### src/rtl/bus_pkg.sv
// Shared definitions for the serial system bus: arbiter state encoding,
// default master count and bus-wide constants used by the master and slave ports.
package bus_pkg;

  typedef enum logic [0:0] {
    IDLE  = 1'b0,
    GRANT = 1'b1
  } arb_state_t;

  localparam int N_MASTERS_DEF = 2;

  localparam int BUS_ADDR_W  = 32;
  localparam int BUS_DATA_W  = 32;
  localparam int BUS_TRANS_W = 2;
  localparam int BUS_RESP_W  = 2;

endpackage

### src/rtl/bus_arbiter_if.sv
// Arbitration handshake bundle: master requests, grants, bus-mux select and
// the slave-side split controls.
interface bus_arbiter_if #(
  parameter int N_MASTERS = 2,
  parameter int MSEL_W    = $clog2(N_MASTERS)
);
  logic [N_MASTERS-1:0] breq;
  logic [N_MASTERS-1:0] bgrant;
  logic [N_MASTERS-1:0] split;
  logic [MSEL_W-1:0]    msel;
  logic                 bus_busy;
  logic                 sl_split;
  logic                 sl_split_done;
  logic                 split_busy;

  // Arbiter side drives grants and split status.
  modport master (
    input  breq, sl_split, sl_split_done,
    output bgrant, split, msel, bus_busy, split_busy
  );

  // Requestors and slaves see the opposite direction.
  modport slave (
    output breq, sl_split, sl_split_done,
    input  bgrant, split, msel, bus_busy, split_busy
  );
endinterface

### src/rtl/bus_arbiter_rr_picker.sv
// Combinational round-robin search: first set request strictly after last_i,
// wrapping modulo N_MASTERS.
module rr_picker #(
  parameter int N_MASTERS = 2,
  parameter int MSEL_W    = $clog2(N_MASTERS)
) (
  input  logic [N_MASTERS-1:0] req_i,
  input  logic [MSEL_W-1:0]    last_i,
  output logic [MSEL_W-1:0]    winner_o,
  output logic                 any_valid_o
);

  int idx;

  // Walk offsets from farthest to nearest so the nearest requester wins.
  always_comb begin
    winner_o    = '0;
    any_valid_o = |req_i;
    idx         = 0;
    for (int off = N_MASTERS; off >= 1; off--) begin
      idx = (int'(last_i) + off) % N_MASTERS;
      if (req_i[MSEL_W'(idx)]) winner_o = MSEL_W'(idx);
    end
  end

endmodule

### src/rtl/bus_arbiter.sv
// Round-robin bus arbiter with one outstanding split transaction: the split
// master is parked and re-granted with priority once the slave is ready.
module bus_arbiter
  import bus_pkg::*;
#(
  parameter int N_MASTERS = N_MASTERS_DEF,
  parameter int MSEL_W    = $clog2(N_MASTERS)
) (
  input logic          clk,
  input logic          rstn,
  bus_arbiter_if.master bus
);

  localparam logic [0:0] ST_IDLE  = IDLE;
  localparam logic [0:0] ST_GRANT = GRANT;

  logic [0:0]           state_q, state_d;
  logic [MSEL_W-1:0]    last_q, last_d;
  logic [MSEL_W-1:0]    msel_q, msel_d;
  logic [N_MASTERS-1:0] bgrant_q, bgrant_d;
  logic [N_MASTERS-1:0] split_q, split_d;
  logic                 split_valid_q, split_valid_d;
  logic [MSEL_W-1:0]    split_owner_q, split_owner_d;
  logic                 resume_pend_q, resume_pend_d;
  logic                 bus_busy_q, split_busy_q;

  logic [N_MASTERS-1:0] park_mask;
  logic [N_MASTERS-1:0] eligible;
  logic [MSEL_W-1:0]    winner;
  logic                 any_valid;

  always_comb begin
    park_mask = '0;
    if (split_valid_q && !resume_pend_q) park_mask[split_owner_q] = 1'b1;
  end

  assign eligible = bus.breq & ~park_mask;

  rr_picker #(.N_MASTERS(N_MASTERS), .MSEL_W(MSEL_W)) u_picker (
    .req_i      (eligible),
    .last_i     (last_q),
    .winner_o   (winner),
    .any_valid_o(any_valid)
  );

  always_comb begin
    state_d       = state_q;
    last_d        = last_q;
    msel_d        = msel_q;
    bgrant_d      = bgrant_q;
    split_d       = split_q;
    split_valid_d = split_valid_q;
    split_owner_d = split_owner_q;
    resume_pend_d = resume_pend_q;

    // split_valid_q is still low in the capture cycle, so a same-cycle done is dropped.
    if (bus.sl_split_done && split_valid_q) resume_pend_d = 1'b1;

    case (state_q)
      ST_IDLE: begin
        if (resume_pend_q && bus.breq[split_owner_q]) begin
          bgrant_d                = '0;
          bgrant_d[split_owner_q] = 1'b1;
          split_d                 = '0;
          split_valid_d           = 1'b0;
          resume_pend_d           = 1'b0;
          msel_d                  = split_owner_q;
          state_d                 = ST_GRANT;
        end else if (any_valid) begin
          bgrant_d         = '0;
          bgrant_d[winner] = 1'b1;
          msel_d           = winner;
          state_d          = ST_GRANT;
        end
      end
      ST_GRANT: begin
        if (!bus.breq[msel_q]) begin
          bgrant_d = '0;
          last_d   = msel_q;
          state_d  = ST_IDLE;
        end else if (bus.sl_split && !split_valid_q) begin
          split_owner_d   = msel_q;
          split_valid_d   = 1'b1;
          split_d         = '0;
          split_d[msel_q] = 1'b1;
          bgrant_d        = '0;
          last_d          = msel_q;
          state_d         = ST_IDLE;
        end
      end
      default: state_d = ST_IDLE;
    endcase
  end

  always_ff @(posedge clk) begin
    if (!rstn) begin
      state_q       <= ST_IDLE;
      last_q        <= MSEL_W'(N_MASTERS - 1);
      msel_q        <= '0;
      bgrant_q      <= '0;
      split_q       <= '0;
      split_valid_q <= 1'b0;
      split_owner_q <= '0;
      resume_pend_q <= 1'b0;
      bus_busy_q    <= 1'b0;
      split_busy_q  <= 1'b0;
    end else begin
      state_q       <= state_d;
      last_q        <= last_d;
      msel_q        <= msel_d;
      bgrant_q      <= bgrant_d;
      split_q       <= split_d;
      split_valid_q <= split_valid_d;
      split_owner_q <= split_owner_d;
      resume_pend_q <= resume_pend_d;
      bus_busy_q    <= |bgrant_d;
      split_busy_q  <= split_valid_d;
    end
  end

  assign bus.bgrant     = bgrant_q;
  assign bus.split      = split_q;
  assign bus.msel       = msel_q;
  assign bus.bus_busy   = bus_busy_q;
  assign bus.split_busy = split_busy_q;

  a_grant_onehot: assert property (@(posedge clk) disable iff (!rstn) $onehot0(bgrant_q));
  a_split_onehot: assert property (@(posedge clk) disable iff (!rstn) $onehot0(split_q));
  a_no_overlap:   assert property (@(posedge clk) disable iff (!rstn) (bgrant_q & split_q) == '0);
  a_busy:         assert property (@(posedge clk) disable iff (!rstn) bus_busy_q == |bgrant_q);
  a_split_busy:   assert property (@(posedge clk) disable iff (!rstn) split_busy_q == split_valid_q);

endmodule

### src/flat_wrapper.sv
// flat-port wrapper written by rule: the top's interface ports become plain ports
module bus_arbiter_flat import bus_pkg::*;
#(
  parameter int N_MASTERS = N_MASTERS_DEF,
  parameter int MSEL_W    = $clog2(N_MASTERS)
)
  (clk, rstn, bus_breq, bus_sl_split, bus_sl_split_done, bus_bgrant, bus_split, bus_msel, bus_bus_busy, bus_split_busy);
  bus_arbiter_if #(.N_MASTERS(N_MASTERS), .MSEL_W(MSEL_W)) bus_i ();
  input logic clk;
  input logic rstn;
  input wire logic [$bits(bus_i.breq)-1:0] bus_breq;
  input wire logic [$bits(bus_i.sl_split)-1:0] bus_sl_split;
  input wire logic [$bits(bus_i.sl_split_done)-1:0] bus_sl_split_done;
  output wire logic [$bits(bus_i.bgrant)-1:0] bus_bgrant;
  output wire logic [$bits(bus_i.split)-1:0] bus_split;
  output wire logic [$bits(bus_i.msel)-1:0] bus_msel;
  output wire logic [$bits(bus_i.bus_busy)-1:0] bus_bus_busy;
  output wire logic [$bits(bus_i.split_busy)-1:0] bus_split_busy;
  assign bus_i.breq = bus_breq;
  assign bus_i.sl_split = bus_sl_split;
  assign bus_i.sl_split_done = bus_sl_split_done;
  assign bus_bgrant = bus_i.bgrant;
  assign bus_split = bus_i.split;
  assign bus_msel = bus_i.msel;
  assign bus_bus_busy = bus_i.bus_busy;
  assign bus_split_busy = bus_i.split_busy;
  bus_arbiter #(.N_MASTERS(N_MASTERS), .MSEL_W(MSEL_W)) u_core (.clk(clk), .rstn(rstn), .bus(bus_i));
endmodule
### config.mk
export PLATFORM = sky130hd
export DESIGN_NAME = bus_arbiter_flat
export DESIGN_NICKNAME = d
export VERILOG_FILES = /design/src/rtl/bus_pkg.sv /design/src/rtl/bus_arbiter_if.sv /design/src/rtl/bus_arbiter_rr_picker.sv /design/src/rtl/bus_arbiter.sv /design/src/flat_wrapper.sv
export SDC_FILE = /design/constraint.sdc
export NUM_CORES = 1
export LEC_CHECK = 0
export ABC_AREA = 1
export CORE_AREA = 2 2 39 41
export DETAILED_ROUTE_END_ITERATION = 16
export DIE_AREA = 0 0 41 43
export GPL_TIMING_DRIVEN = 0
export HOLD_SLACK_MARGIN = 0.02
export MAX_ROUTING_LAYER = met4
export PLACE_DENSITY = 0.66
export SYNTH_ARGS = -nofsm -noshare
export SYNTH_HDL_FRONTEND = slang
export SYNTH_SLANG_ARGS = --single-unit
### constraint.sdc
create_clock -name clk -period 2.4 [get_ports clk]
set_clock_uncertainty 0.2 [all_clocks]
set_input_delay 0.48 -clock clk [delete_from_list [all_inputs] [get_ports clk]]
set_output_delay 0.48 -clock clk [all_outputs]
set_load 0.05 [all_outputs]
==> flow_summary.json, run 1 <==
{
  "cp_data_required_time_ps": 1720,
  "cp-start-kind": "register",
  "grt_usage_pct": 16.4,
  "cp_slowest_stage_delay_ps": 840,
  "power.density_mw_per_mm2": 614,
  "diodes": 0,
  "power_frac_seq_pct": 48.1,
  "cp_cell_sequence": "clkdlybuf4s50_1",
  "fp-row-count": 14,
  "initial_core_util_pct": 38.0,
  "holdPathEnd": "u_core.bus.split[1]",
  "die_w_um": 41,
  "critPathSlowestCell": "clkdlybuf4s50_1",
  "clk_latency_ps": 260,
  "synth_seq_cells": 11,
  "swShare_pct": 30.7,
  "synth_top_area_share_pct": 41.9,
  "r2r_start": "u_core.split_owner_q",
  "hpwl_um": 866,
  "die-area_mm2": 0.00176,
  "clkPwrFrac_pct": 29.3,
  "io_buffers": 12,
  "drv_cap": 0,
  "synth_nets": 86,
  "fin_tns_setup_ps": 0,
  "antenna_found_initial": 0,
  "crit_arrival_ps": 1530,
  "wl_per_cell_um": 9.63,
  "internal-power_uw": 295,
  "vias": 528,
  "netlist_area_um2": 526,
  "p_leak_nw": 0.321,
  "final_hold_viol_count": 0,
  "drive_above_1_share_pct": 7.29,
  "core-area_mm2": 0.00138,
  "path_max_fanout": 6,
  "ys_warn_count": 0,
  "grt_pass1_vias": 482,
  "num-nets-final": 103,
  "rr_endpoint": "u_core.bus.bus_busy",
  "grt-ovfl-total": 0,
  "p_sw_uw": 130,
  "tightest_slew_ps": 499,
  "max_freq_mhz": 453,
  "area_growth_syn_to_layout_pct": 31.7,
  "io-pin-count": 13,
  "maxSlewViolCount": 0,
  "hold_path_depth": 2,
  "root_buffer": "clkbuf_4",
  "place_congestion": 0.849,
  "clockBufferDepth": 2,
  "status": "completed",
  "drt_wl_total_mm": 1.08,
  "ir_worst_vdd_v": 0.000334,
  "hold-worst-slack_ps": 262,
  "r2r_slack_ps": 1040,
  "ys_seq_area_share_pct": 41.9,
  "drc": 0,
  "fillers": 146,
  "drtPass1Iterations": 4,
  "critPathTopFamily": "buffers and inverters",
  "min_from": "u_core.bus.split[1]",
  "drt_iter0_markers": 6,
  "rsz0062_at_grt": "no",
  "slew_headroom_pct": 66.6,
  "power_uw": 425,
  "setup_ws_ps": 193,
  "yosys.area.top_type": "dfxtp_1",
  "synth_cell_types": 11,
  "die_y_um": 43,
  "tritoncts": "yes",
  "clock-sinks": 11,
  "cts-resized-gates": 0,
  "dp.cells": 108,
  "synth_area_leaders": "dfxtp_1 (42%), nand2_1 (19%), inv_1 (11%)",
  "cp-end-kind": "output port",
  "antenna_left": 0,
  "hp-class": "reg -> reg",
  "pre_cts_ws_ps": 343,
  "r2r_cells": 7,
  "comb_power_share_pct": 22.6,
  "grt_pass1_wl_mm": 1.93,
  "htreeDepth": 1,
  "cp_num_buf_inv": 1,
  "period_needed_ps": 2210,
  "finalCritPeriodShare_pct": 92.0,
  "ctsHoldBuffers": 0,
  "netlist_instances": 80,
  "post_cts_buffers": 0,
  "path_class": "reg -> out",
  "instances_no_fill": 112,
  "viasPerCell": 4.71,
  "setup_viol": 0,
  "cts_buffers": 3,
  "avgSynthCellArea_um2": 6.57,
  "grt_max_degree": 7,
  "clk_pin_slew_ps": 70
}
cell families after synthesis:
group | share of synthesized area [%]
buf+inv | 10.7
compound gates | 10.5
flops | 41.9
simple gates | 36.9
area by class of cell:
type / count / area [um2] / share of cell area (%)
timing repair buffer: 12 / 120 / 17.4
clock buffer: 4 / 26.3 / 3.80
tap: 16 / 20.0 / 2.89
multi-input combinational: 54 / 249 / 36.0
inverter: 15 / 56.3 / 8.14
sequential: 11 / 220 / 31.8
registers in the layout (all words and copies together) (netlist names):
name / count
u_core.bus.bgrant: 2
u_core.bus.split: 2
u_core.bus.bus_busy: 1
u_core.bus.msel: 1
u_core.last_q: 1
u_core.resume_pend_q: 1
u_core.split_owner_q: 1
u_core.split_valid_q: 1
u_core.state_q: 1
metal layers:
layer  GRT usage (%)  routed length, um  share of wire [%]
met5               -                  0                  0
met4            8.00                 17                1.6
met3            3.14                 47                4.4
met2            22.5                481                 45
met1            22.4                533                 49
cells in the mapped netlist (all sizes together):
library cell and n:
nand2 27, inv 15, dfxtp 11, nand3 11, a21oi 9, nor2 3, o21ai 2, and2 1
nand4 1
power by group through the flow:
| stage | Clock [mW] | Sequential [mW] | Combinational [mW] |
|---|---|---|---|
| after floorplan | 0 | 0.234 | 0.0374 |
| after global placement | 0 | 0.209 | 0.0954 |
| after detailed placement | 0 | 0.209 | 0.0964 |
| after CTS | 0.128 | 0.204 | 0.0968 |
| after global routing | 0.140 | 0.206 | 0.106 |
| final | 0.124 | 0.204 | 0.0961 |
worst max-delay path by stage:
stage,slack (ps),from,to,cells after the start
4_1_cts,180,u_core.split_valid_q,bus_split_busy,1
6_report,190,u_core.split_valid_q,bus_split_busy,1
3_5_place_dp,340,bus_breq[1],u_core.bus.bus_busy,10
2_1_floorplan,810,u_core.bus.msel,u_core.bus.bus_busy,8
3_3_place_gp,390,bus_breq[1],u_core.bus.bus_busy,10
5_1_grt,100,u_core.split_valid_q,bus_split_busy,1
layout by cell type, fill, tap and decap left out, drive strengths merged:
| cell type | netlist | routed |
|---|---|---|
| clkdlybuf4s50 | 0 | 12 |
| a21oi | 9 | 9 |
| nand2 | 27 | 27 |
| clkbuf | 0 | 4 |
| nand4 | 1 | 1 |
| dfxtp | 11 | 11 |
| o21ai | 2 | 2 |
| nand3 | 11 | 11 |
| and2 | 1 | 1 |
| inv | 15 | 15 |
| nor2 | 3 | 3 |
per-stage QoR:
| stage | utilization (%) | instance area [um2] |
|---|---|---|
| 6_report | 50.0 | 692 |
| 5_1_grt | 50.0 | 692 |
| 4_1_cts | 50.0 | 692 |
| 3_5_place_dp | 48.1 | 666 |
| 3_3_place_gp | 48.1 | 666 |
| 2_1_floorplan | - | 526 |
No activity file was read; power rests on OpenSTA's default activity.
==> inputs of run 2 (changes only) <==
==> constraint.sdc (replaced) <==
create_clock -name clk -period 2.7 [get_ports clk]
set_clock_uncertainty 0.2 [all_clocks]
set_input_delay 0.54 -clock clk [delete_from_list [all_inputs] [get_ports clk]]
set_output_delay 0.54 -clock clk [all_outputs]
set_load 0.05 [all_outputs]
==> results of run 2 <==
Same layout as run 1 (identical final DEF). Status: completed.
Main changes from that run: setup slack after placement 343 ps -> 583 ps; setup slack after layout 193 ps -> 433 ps; register-to-register setup slack 1040 ps -> 1340 ps; total power 0.425 mW -> 0.378 mW; worst IR drop on VDD 0.000334 V -> 0.000297 V
==> inputs of run 3 (changes only) <==
==> constraint.sdc (replaced) <==
create_clock -name clk -period 2.17 [get_ports clk]
set_clock_uncertainty 0.2 [all_clocks]
set_input_delay 0.434 -clock clk [delete_from_list [all_inputs] [get_ports clk]]
set_output_delay 0.434 -clock clk [all_outputs]
set_load 0.05 [all_outputs]
==> run 3 against run 2 <==
Against the previous run: critical endpoint is now bus_msel; global-route usage unchanged; clock-buffer cell count unchanged; largest power group unchanged; die area unchanged.
==> flow_summary.json, run 3 (synthesis gave the netlist of run 1 again) <==
{
  "antenna_found_initial": 0,
  "maxSlewViolCount": 0,
  "antenna_left": 0,
  "drive_above_1_share_pct": 7.29,
  "critPathSlowestCell": "clkdlybuf4s50_1",
  "use_met3_pct": 3.14,
  "clock-sinks": 11,
  "rsz0062_at_grt": "no",
  "io-pin-count": 13,
  "finalCritPeriodShare_pct": 97.1,
  "cp_num_buf_inv": 1,
  "cts-resized-gates": 1,
  "ir_worst_vdd_v": 0.000369,
  "die_y_um": 43,
  "die-area_mm2": 0.00176,
  "slew_headroom_pct": 66.6,
  "drt_wl_total_mm": 1.08,
  "place_congestion": 0.849,
  "busiest_layer": "met2",
  "viasPerCell": 4.71,
  "fin_tns_setup_ps": 0,
  "grt_usage_pct": 16.4,
  "root_buffer": "clkbuf_4",
  "grt-ovfl-total": 0,
  "io_buffers": 12,
  "htreeDepth": 1,
  "diodes": 0,
  "drtPass1Iterations": 4,
  "power.density_mw_per_mm2": 680,
  "tritoncts": "yes",
  "path_class": "reg -> out",
  "period_needed_ps": 2110,
  "cts_buffers": 3,
  "crit_arrival_ps": 1470,
  "grt_use_met2_pct": 22.5,
  "status": "completed",
  "hold-worst-slack_ps": 262,
  "area_growth_syn_to_layout_pct": 31.4,
  "cp_data_required_time_ps": 1540,
  "vias": 528,
  "max_freq_mhz": 475,
  "wl_per_cell_um": 9.64,
  "power_uw": 469,
  "grt_max_degree": 7,
  "grt_pass1_wl_mm": 1.93,
  "fp-row-count": 14,
  "initial_core_util_pct": 38.0,
  "final_hold_viol_count": 0,
  "ctsHoldBuffers": 0,
  "clk_pin_slew_ps": 70,
  "final_cell_mix": "nand2_1 (26), inv_1 (15), clkdlybuf4s50_1 (11), dfxtp_1 (11)",
  "met1_usage_pct": 22.4,
  "cp-start-kind": "register",
  "post_cts_buffers": 0,
  "path_max_fanout": 4,
  "tightest_slew_ps": 499,
  "die_w_um": 41,
  "hp-class": "reg -> reg",
  "drv_cap": 0,
  "p_leak_nw": 0.325,
  "grt_pass1_vias": 482,
  "cp_cell_sequence": "clkdlybuf4s50_1",
  "pre_cts_ws_ps": 159,
  "core-area_mm2": 0.00138,
  "clockBufferDepth": 2,
  "cp_slowest_stage_delay_ps": 830,
  "final_common_cell": "nand2_1",
  "cp-end-kind": "output port",
  "drc": 0,
  "hpwl_um": 866,
  "setup_viol": 0,
  "critPathTopFamily": "buffers and inverters",
  "clk_latency_ps": 260,
  "drt_iter0_markers": 6,
  "setup_ws_ps": 63.5,
  "num-nets-final": 103
}
## run 3: power breakdown
group	switching [mW]	internal, mW
Combinational	0.0671	0.0387
Clock	0.0665	0.0711
Sequential	0.0105	0.216
## run 3: layout make-up
type	instances	area [um2]
fillers	145	693
flip-flops and latches	11	220
clock buffers	4	26.3
inverters	15	56.3
well taps	16	20.0
multi-input cells	54	249
repair buffers	12	119
## run 3: final timing paths
check | startpoint | endpoint | slack [ps] | depth (start not counted)
max | u_core.bus.msel | bus_msel | 60 | 1
min | u_core.bus.split[1] | u_core.bus.split[1] | 260 | 2
max reg2reg | u_core.split_owner_q | u_core.bus.bus_busy | 810 | 7
min reg2reg | u_core.bus.split[1] | u_core.bus.split[1] | 260 | 2
## run 3: per-stage QoR
| stage | std cells | utilization [%] | instance area, um2 |
|---|---|---|---|
| after floorplan | 80 | - | 526 |
| final | 112 | 49.9 | 691 |
| after CTS | 112 | 49.9 | 691 |
| after detailed placement | 108 | 48.1 | 666 |
| after global placement | 108 | 48.1 | 666 |
| after global routing | 112 | 49.9 | 691 |
## run 3: metal layers
| metal | share of wire (%) | vias up |
|---|---|---|
| met5 | 0 | - |
| li1 | - | 285 |
| met4 | 1.6 | 0 |
| met1 | 49 | 227 |
| met2 | 45 | 14 |
| met3 | 4.4 | 2 |
## run 3: worst min-delay path: stages (launching register included)
cell     delay [ps]
dfxtp_1         310
nand2_1          60
a21oi_1          50
